$ cat src/rtl/muldiv_pkg.sv
// Shared constants, op encodings and FSM state type for the iterative multiply/divide unit.
package muldiv_pkg;

  localparam int DEF_WIDTH = 32;
  localparam int CNT_W     = $clog2(DEF_WIDTH);

  localparam logic [2:0] OP_MULT  = 3'b000;
  localparam logic [2:0] OP_MULTU = 3'b001;
  localparam logic [2:0] OP_DIV   = 3'b010;
  localparam logic [2:0] OP_DIVU  = 3'b011;
  localparam logic [2:0] OP_MTHI  = 3'b100;
  localparam logic [2:0] OP_MTLO  = 3'b101;

  typedef enum logic [1:0] {
    IDLE = 2'd0,
    CALC = 2'd1,
    FIX  = 2'd2,
    DONE = 2'd3
  } state_t;

endpackage

$ cat src/rtl/muldiv_sign_fix.sv
// Turns an unsigned magnitude result into the signed hi/lo pair for either the mult or the div path.
module muldiv_sign_fix #(
  parameter int WIDTH = 32
) (
  input  logic             is_mult,
  input  logic             neg_res,
  input  logic             neg_rem,
  input  logic [WIDTH-1:0] mag_hi,
  input  logic [WIDTH-1:0] mag_lo,
  output logic [WIDTH-1:0] res_hi,
  output logic [WIDTH-1:0] res_lo
);

  logic [2*WIDTH-1:0] prod_neg;

  always_comb begin
    prod_neg = -{mag_hi, mag_lo};
    res_hi   = mag_hi;
    res_lo   = mag_lo;
    if (is_mult) begin
      if (neg_res) {res_hi, res_lo} = prod_neg;
    end else begin
      // Quotient follows the operand sign XOR; remainder follows the dividend.
      if (neg_res) res_lo = -mag_lo;
      if (neg_rem) res_hi = -mag_hi;
    end
  end

endmodule

$ cat src/rtl/muldiv_unit.sv
// Iterative mult/multu/div/divu unit owning HI/LO, with mthi/mtlo writes.
// Optional MULDIV_CANCEL_EN adds a cancel input that aborts an op in CALC/FIX.
module muldiv_unit
  import muldiv_pkg::*;
#(
  parameter int WIDTH = DEF_WIDTH
) (
  input  logic             clk,
  input  logic             rst_n,
`ifdef MULDIV_CANCEL_EN
  input  logic             cancel,
`endif
  input  logic             start,
  input  logic [2:0]       op,
  input  logic [WIDTH-1:0] a,
  input  logic [WIDTH-1:0] b,
  output logic             busy,
  output logic             done,
  output logic [WIDTH-1:0] hi,
  output logic [WIDTH-1:0] lo
);

  localparam int ITERS = WIDTH;
  localparam int CW    = $clog2(ITERS);

  state_t             state_q, state_d;
  logic [CW-1:0]      cnt_q, cnt_d;
  logic [2*WIDTH-1:0] prod_q, prod_d;
  logic [WIDTH-1:0]   opb_q, opb_d;
  logic [WIDTH-1:0]   dvd_q, dvd_d;
  logic [2:0]         op_q, op_d;
  logic               neg_res_q, neg_res_d;
  logic               neg_rem_q, neg_rem_d;
  logic [WIDTH-1:0]   hi_q, hi_d;
  logic [WIDTH-1:0]   lo_q, lo_d;

  logic               is_mult;
  logic               in_signed, a_neg, b_neg;
  logic [WIDTH-1:0]   a_mag, b_mag;
  logic [WIDTH:0]     add_sum;
  logic [2*WIDTH-1:0] mul_next;
  logic [WIDTH:0]     shifted, diff;
  logic [2*WIDTH-1:0] div_next;
  logic [WIDTH-1:0]   fix_hi, fix_lo;

  assign is_mult = ~op_q[1];

  always_comb begin
    in_signed = ~op[0];
    a_neg     = in_signed & a[WIDTH-1];
    b_neg     = in_signed & b[WIDTH-1];
    a_mag     = a_neg ? -a : a;
    b_mag     = b_neg ? -b : b;
  end

  // prod_q holds {partial product, remaining multiplier} or {remainder, dividend/quotient}.
  always_comb begin
    add_sum  = {1'b0, prod_q[2*WIDTH-1:WIDTH]} + {1'b0, {WIDTH{prod_q[0]}} & opb_q};
    mul_next = {add_sum, prod_q[WIDTH-1:1]};
    shifted  = {prod_q[2*WIDTH-1:WIDTH], prod_q[WIDTH-1]};
    diff     = shifted - {1'b0, opb_q};
    div_next = diff[WIDTH] ? {shifted[WIDTH-1:0], prod_q[WIDTH-2:0], 1'b0}
                           : {diff[WIDTH-1:0], prod_q[WIDTH-2:0], 1'b1};
  end

  muldiv_sign_fix #(.WIDTH(WIDTH)) u_sign_fix (
    .is_mult (is_mult),
    .neg_res (neg_res_q),
    .neg_rem (neg_rem_q),
    .mag_hi  (prod_q[2*WIDTH-1:WIDTH]),
    .mag_lo  (prod_q[WIDTH-1:0]),
    .res_hi  (fix_hi),
    .res_lo  (fix_lo)
  );

  always_comb begin
    state_d   = state_q;
    cnt_d     = cnt_q;
    prod_d    = prod_q;
    opb_d     = opb_q;
    dvd_d     = dvd_q;
    op_d      = op_q;
    neg_res_d = neg_res_q;
    neg_rem_d = neg_rem_q;
    hi_d      = hi_q;
    lo_d      = lo_q;
    unique case (state_q)
      IDLE: begin
        if (start) begin
          unique case (op)
            OP_MULT, OP_MULTU: begin
              op_d      = op;
              dvd_d     = a;
              opb_d     = a_mag;
              prod_d    = {{WIDTH{1'b0}}, b_mag};
              neg_res_d = a_neg ^ b_neg;
              neg_rem_d = 1'b0;
              cnt_d     = '0;
              state_d   = CALC;
            end
            OP_DIV, OP_DIVU: begin
              op_d      = op;
              dvd_d     = a;
              opb_d     = b_mag;
              prod_d    = {{WIDTH{1'b0}}, a_mag};
              neg_res_d = a_neg ^ b_neg;
              neg_rem_d = a_neg;
              cnt_d     = '0;
              state_d   = CALC;
            end
            OP_MTHI: hi_d = a;
            OP_MTLO: lo_d = a;
            default: ;
          endcase
        end
      end
      CALC: begin
        prod_d = is_mult ? mul_next : div_next;
        cnt_d  = cnt_q + 1'b1;
        if (cnt_q == CW'(ITERS - 1)) state_d = FIX;
      end
      FIX: begin
        if (!is_mult && opb_q == '0) begin
          hi_d = dvd_q;
          lo_d = '1;
        end else begin
          hi_d = fix_hi;
          lo_d = fix_lo;
        end
        state_d = DONE;
      end
      DONE: state_d = IDLE;
      default: state_d = IDLE;
    endcase
`ifdef MULDIV_CANCEL_EN
    if (cancel && (state_q == CALC || state_q == FIX)) begin
      state_d = IDLE;
      hi_d    = hi_q;
      lo_d    = lo_q;
    end
`endif
  end

  always_ff @(posedge clk) begin
    if (!rst_n) begin
      state_q   <= IDLE;
      cnt_q     <= '0;
      prod_q    <= '0;
      opb_q     <= '0;
      dvd_q     <= '0;
      op_q      <= '0;
      neg_res_q <= 1'b0;
      neg_rem_q <= 1'b0;
      hi_q      <= '0;
      lo_q      <= '0;
    end else begin
      state_q   <= state_d;
      cnt_q     <= cnt_d;
      prod_q    <= prod_d;
      opb_q     <= opb_d;
      dvd_q     <= dvd_d;
      op_q      <= op_d;
      neg_res_q <= neg_res_d;
      neg_rem_q <= neg_rem_d;
      hi_q      <= hi_d;
      lo_q      <= lo_d;
    end
  end

  assign busy = (state_q == CALC) || (state_q == FIX);
  assign done = (state_q == DONE);
  assign hi   = hi_q;
  assign lo   = lo_q;

endmodule

$ cat config.mk
export PLATFORM = sky130hd
export DESIGN_NAME = muldiv_unit
export DESIGN_NICKNAME = d
export VERILOG_FILES = /design/src/rtl/muldiv_pkg.sv /design/src/rtl/muldiv_sign_fix.sv /design/src/rtl/muldiv_unit.sv
export SDC_FILE = /design/constraint.sdc
export NUM_CORES = 1
export LEC_CHECK = 0
export ABC_AREA = 1
export BUFFER_PORTS_ARGS = -buffer_cell sky130_fd_sc_hd__buf_2
export CELL_PAD_IN_SITES_DETAIL_PLACEMENT = 1
export CELL_PAD_IN_SITES_GLOBAL_PLACEMENT = 2
export CORE_AREA = 2 2 198 346
export CTS_BUF_LIST = sky130_fd_sc_hd__clkbuf_2 sky130_fd_sc_hd__clkbuf_4 sky130_fd_sc_hd__clkbuf_8
export DETAILED_ROUTE_END_ITERATION = 10
export DIE_AREA = 0 0 200 348
export PLACE_DENSITY_LB_ADDON = 0.05
export SYNTH_ARGS = -nofsm -noshare
export SYNTH_HDL_FRONTEND = slang
export SYNTH_SLANG_ARGS = --single-unit
$ cat constraint.sdc
create_clock -name clk -period 2.5 [get_ports clk]
set_clock_uncertainty 0.05 [all_clocks]
set_input_delay 0.5 -clock clk [delete_from_list [all_inputs] [get_ports clk]]
set_output_delay 0.5 -clock clk [all_outputs]
set_load 0.05 [all_outputs]
==> results.json <==
{
  "worst_pin_slew_ns": 1.02,
  "cts_tree": "done",
  "crit_arrival_ns": 3.03,
  "cpMostUsedCell": "nand2_1",
  "rows": 126,
  "slew_viol_final": 0,
  "end_kind": "flop",
  "fin_nets": 4371,
  "area_growth_syn_to_layout_pct": 47.3,
  "die_h_um": 348,
  "drive_gt1_frac": 0.318,
  "wl_um": 133000,
  "r2r_cells": 18,
  "synth_seq_area_share": 0.204,
  "place_congestion": 0.992,
  "grt_use_met1": 0.338,
  "crit_fanout": 4,
  "fin_cells": 5147,
  "met3_usage": 0.0588,
  "setup_viol": 21,
  "crit_type": "reg -> reg",
  "hold_viol_final": 0,
  "detail_route.wl_per_cell_um": 25.9,
  "synth-seq-cells": 202,
  "clk_pin_slew_worst_paths_ns": 0.07,
  "violations": "setup timing",
  "h-tree-depth": 2,
  "ys_types": 48,
  "cts_sinks": 202,
  "synth-edff-count": 0,
  "detail-route-antenna-nets": 0,
  "cp_slowest_cell": "dfxtp_1",
  "syn_area_per_cell_um2": 5.52,
  "required_ns": 2.98,
  "io_buffer_count": 135,
  "gr-max-usage-layer": "met2",
  "dp_hpwl_um": 108000,
  "viasPerCell": 5.31,
  "rsz0062_at_grt": "yes",
  "final.period_utilization": 1.02,
  "synth-async-reset-ratio": 0,
  "core_area_um2": 67000,
  "grt_max_degree": 111,
  "min_path_type": "in -> reg",
  "fin_ws_ns": -0.0507,
  "die_area_um2": 69600,
  "postSynthNetCount": 3743,
  "hp-start": "rst_n",
  "power.density_nw_per_um2": 812,
  "synthFlopType": "dfxtp_1",
  "reg2reg_from": "opb_q[17]",
  "period_minus_slack_ns": 2.55,
  "vias": 27300,
  "whs_endpoint": "prod_q[30]",
  "grt-ovfl-total": 0,
  "min_path_cells": 3,
  "worstSetupStartpointType": "flop",
  "antenna_found_initial": 3,
  "initial_utilization": 0.296,
  "cts_made_buffers": 38,
  "root_buffer": "clkbuf_8",
  "drtPass1Iterations": 5,
  "r2r_end": "prod_q[61]",
  "path_cells": "inv_2 > ha_4 > nand2_1 > nand2_1 > nand2_1 > nand2_1 > nand2_1 > nand2_2 > a21oi_4 > nand2_4 > nand2_4 > buf_4 > buf_4 > nand3_1 > nand2_1 > nand2_1 > nand2_2 > a21oi_2",
  "grt_pass1_vias": 29200,
  "grt_pass1_wl_um": 189000,
  "gr-usage-met2": 0.678,
  "io_pins": 136,
  "slew_headroom": 0.321,
  "status": "finished, violations left",
  "ir_worst_vdd_v": 0.000769,
  "grt_use_total": 0.376,
  "tns_ns": -0.502,
  "slowest_delay_ns": 0.32,
  "r2r_slack_ns": -0.05,
  "dpl.cell_count": 5041,
  "clock.fmax_mhz": 392,
  "cap_violations": 0,
  "clock_path_buffers": 3,
  "postSynthCellCount": 3597,
  "p_leak_nw": 15.0,
  "first_iter_violations": 1392,
  "yosys_warnings": 0,
  "clk_latency_ns": 0.66,
  "remaining_drc_errors": 0,
  "die_w_um": 200,
  "synth_area_um2": 19900,
  "design_power_total_mw": 23.8
}
==> state kept, by name, indices dropped and copies added (netlist names), 2 cells and up <==
register	count
opb_q	32
lo	32
dvd_q	32
cnt_q	5
hi	32
prod_q	64
state_q	2
==> worst max-delay path, delay by kind of cell, from the launching register on <==
kind | cells | cell delay, ns
AO/OA/AOI/OAI | 2 | 0.30
adder cells (fa/ha/maj) | 1 | 0.28
buffers and inverters | 3 | 0.48
flip-flops | 1 | 0.32
AND/OR/NAND/NOR | 12 | 1.01
==> kinds of logic (layout without fill, tap and decap cells) <==
logic type | Yosys count | count (layout) | synth area share
AND/OR/NAND/NOR | 1883 | 1883 | 0.395
AO/OA/AOI/OAI | 698 | 698 | 0.192
buffers and inverters | 669 | 1322 | 0.130
flip-flops | 202 | 202 | 0.204
adder cells (fa/ha/maj) | 76 | 76 | 0.0486
XOR/XNOR | 69 | 69 | 0.0304
other | 0 | 1 | 0
==> through the flow <==
step	hold slack, ns	utilization	cell area, µm²	worst slack (ns)
final	0.170	0.437	29300	-0.0507
after global routing	0.195	0.437	29300	-0.189
after CTS	0.156	0.410	27500	-0.0407
after detailed placement	0.428	0.382	25600	-0.481
after global placement	0.407	0.382	25600	-0.445
after floorplan	0.380	-	19900	0.0300
==> placed cells by master, fill, tap and decap left out, drive strengths merged, types with 56 or more instances in the layout <==
| master | count |
|---|---|
| inv | 524 |
| xor2 | 56 |
| clkbuf | 62 |
| a21oi | 302 |
| nand3 | 293 |
| o21ai | 306 |
| nor2 | 443 |
| nand2 | 1017 |
| dfxtp | 202 |
| ha | 74 |
| buf | 726 |
==> layout make-up <==
| class | instances | area [µm²] |
|---|---|---|
| antenna | 1 | 2.50 |
| clock buffer | 57 | 703 |
| clock inverter | 8 | 126 |
| fill | 9006 | 37700 |
| inverter | 526 | 2010 |
| multi-input combinational | 2726 | 15400 |
| sequential | 202 | 4100 |
| tap | 896 | 1120 |
| timing repair buffer | 731 | 5750 |
==> worst max path at each step <==
| stage | startpoint | end | slack (ns) |
|---|---|---|---|
| 2_1_floorplan | prod_q[0] | prod_q[61] | 0.03 |
| 3_3_place_gp | opb_q[26] | prod_q[58] | -0.44 |
| 6_report | opb_q[17] | prod_q[61] | -0.05 |
| 4_1_cts | opb_q[12] | prod_q[58] | -0.04 |
| 5_1_grt | prod_q[31] | prod_q[62] | -0.19 |
| 3_5_place_dp | opb_q[18] | prod_q[58] | -0.48 |
==> repair_timing <==
action                                 in CTS  in global routing
gates cloned                                1                  6
setup buffers                               9                 28
setup endpoints to repair                  43                 76
pin swaps                                  18                126
gates resized for setup                   224                408
endpoints found under the hold margin       0                  0
hold buffers                                0                  0
==> metal layers <==
layer | share of wire | vias up
li1 | - | 12800
met1 | 0.32 | 13100
met2 | 0.50 | 886
met3 | 0.046 | 524
met4 | 0.13 | 4
met5 | 0.00017 | -
==> power by group <==
part / switching (mW) / internal [mW]
logic: 10.2 / 5.17
registers: 0.672 / 3.91
clock network: 1.74 / 2.11
total: 12.6 / 11.2
==> synth_stat cells, types with 10 or more instances <==
cell type | number | area (µm²)
a31oi_1 | 20 | 125
a21oi_2 | 31 | 272
o21bai_1 | 11 | 82.6
buf_2 | 13 | 65.1
o211ai_1 | 41 | 308
o21ai_1 | 14 | 70.1
dfxtp_1 | 202 | 4040
inv_1 | 515 | 1930
nor2_1 | 432 | 1620
xor2_1 | 56 | 490
buf_1 | 16 | 60.1
xnor2_1 | 13 | 114
nand4_1 | 48 | 300
a21oi_1 | 271 | 1360
nor3_1 | 45 | 225
ha_1 | 74 | 926
clkbuf_1 | 106 | 398
inv_2 | 10 | 37.5
nand2_2 | 10 | 62.6
o21ai_0 | 290 | 1450
nand3_1 | 289 | 1450
nand2_1 | 1003 | 3760
and2_1 | 10 | 62.6
Power figures use the tool's default switching activity.
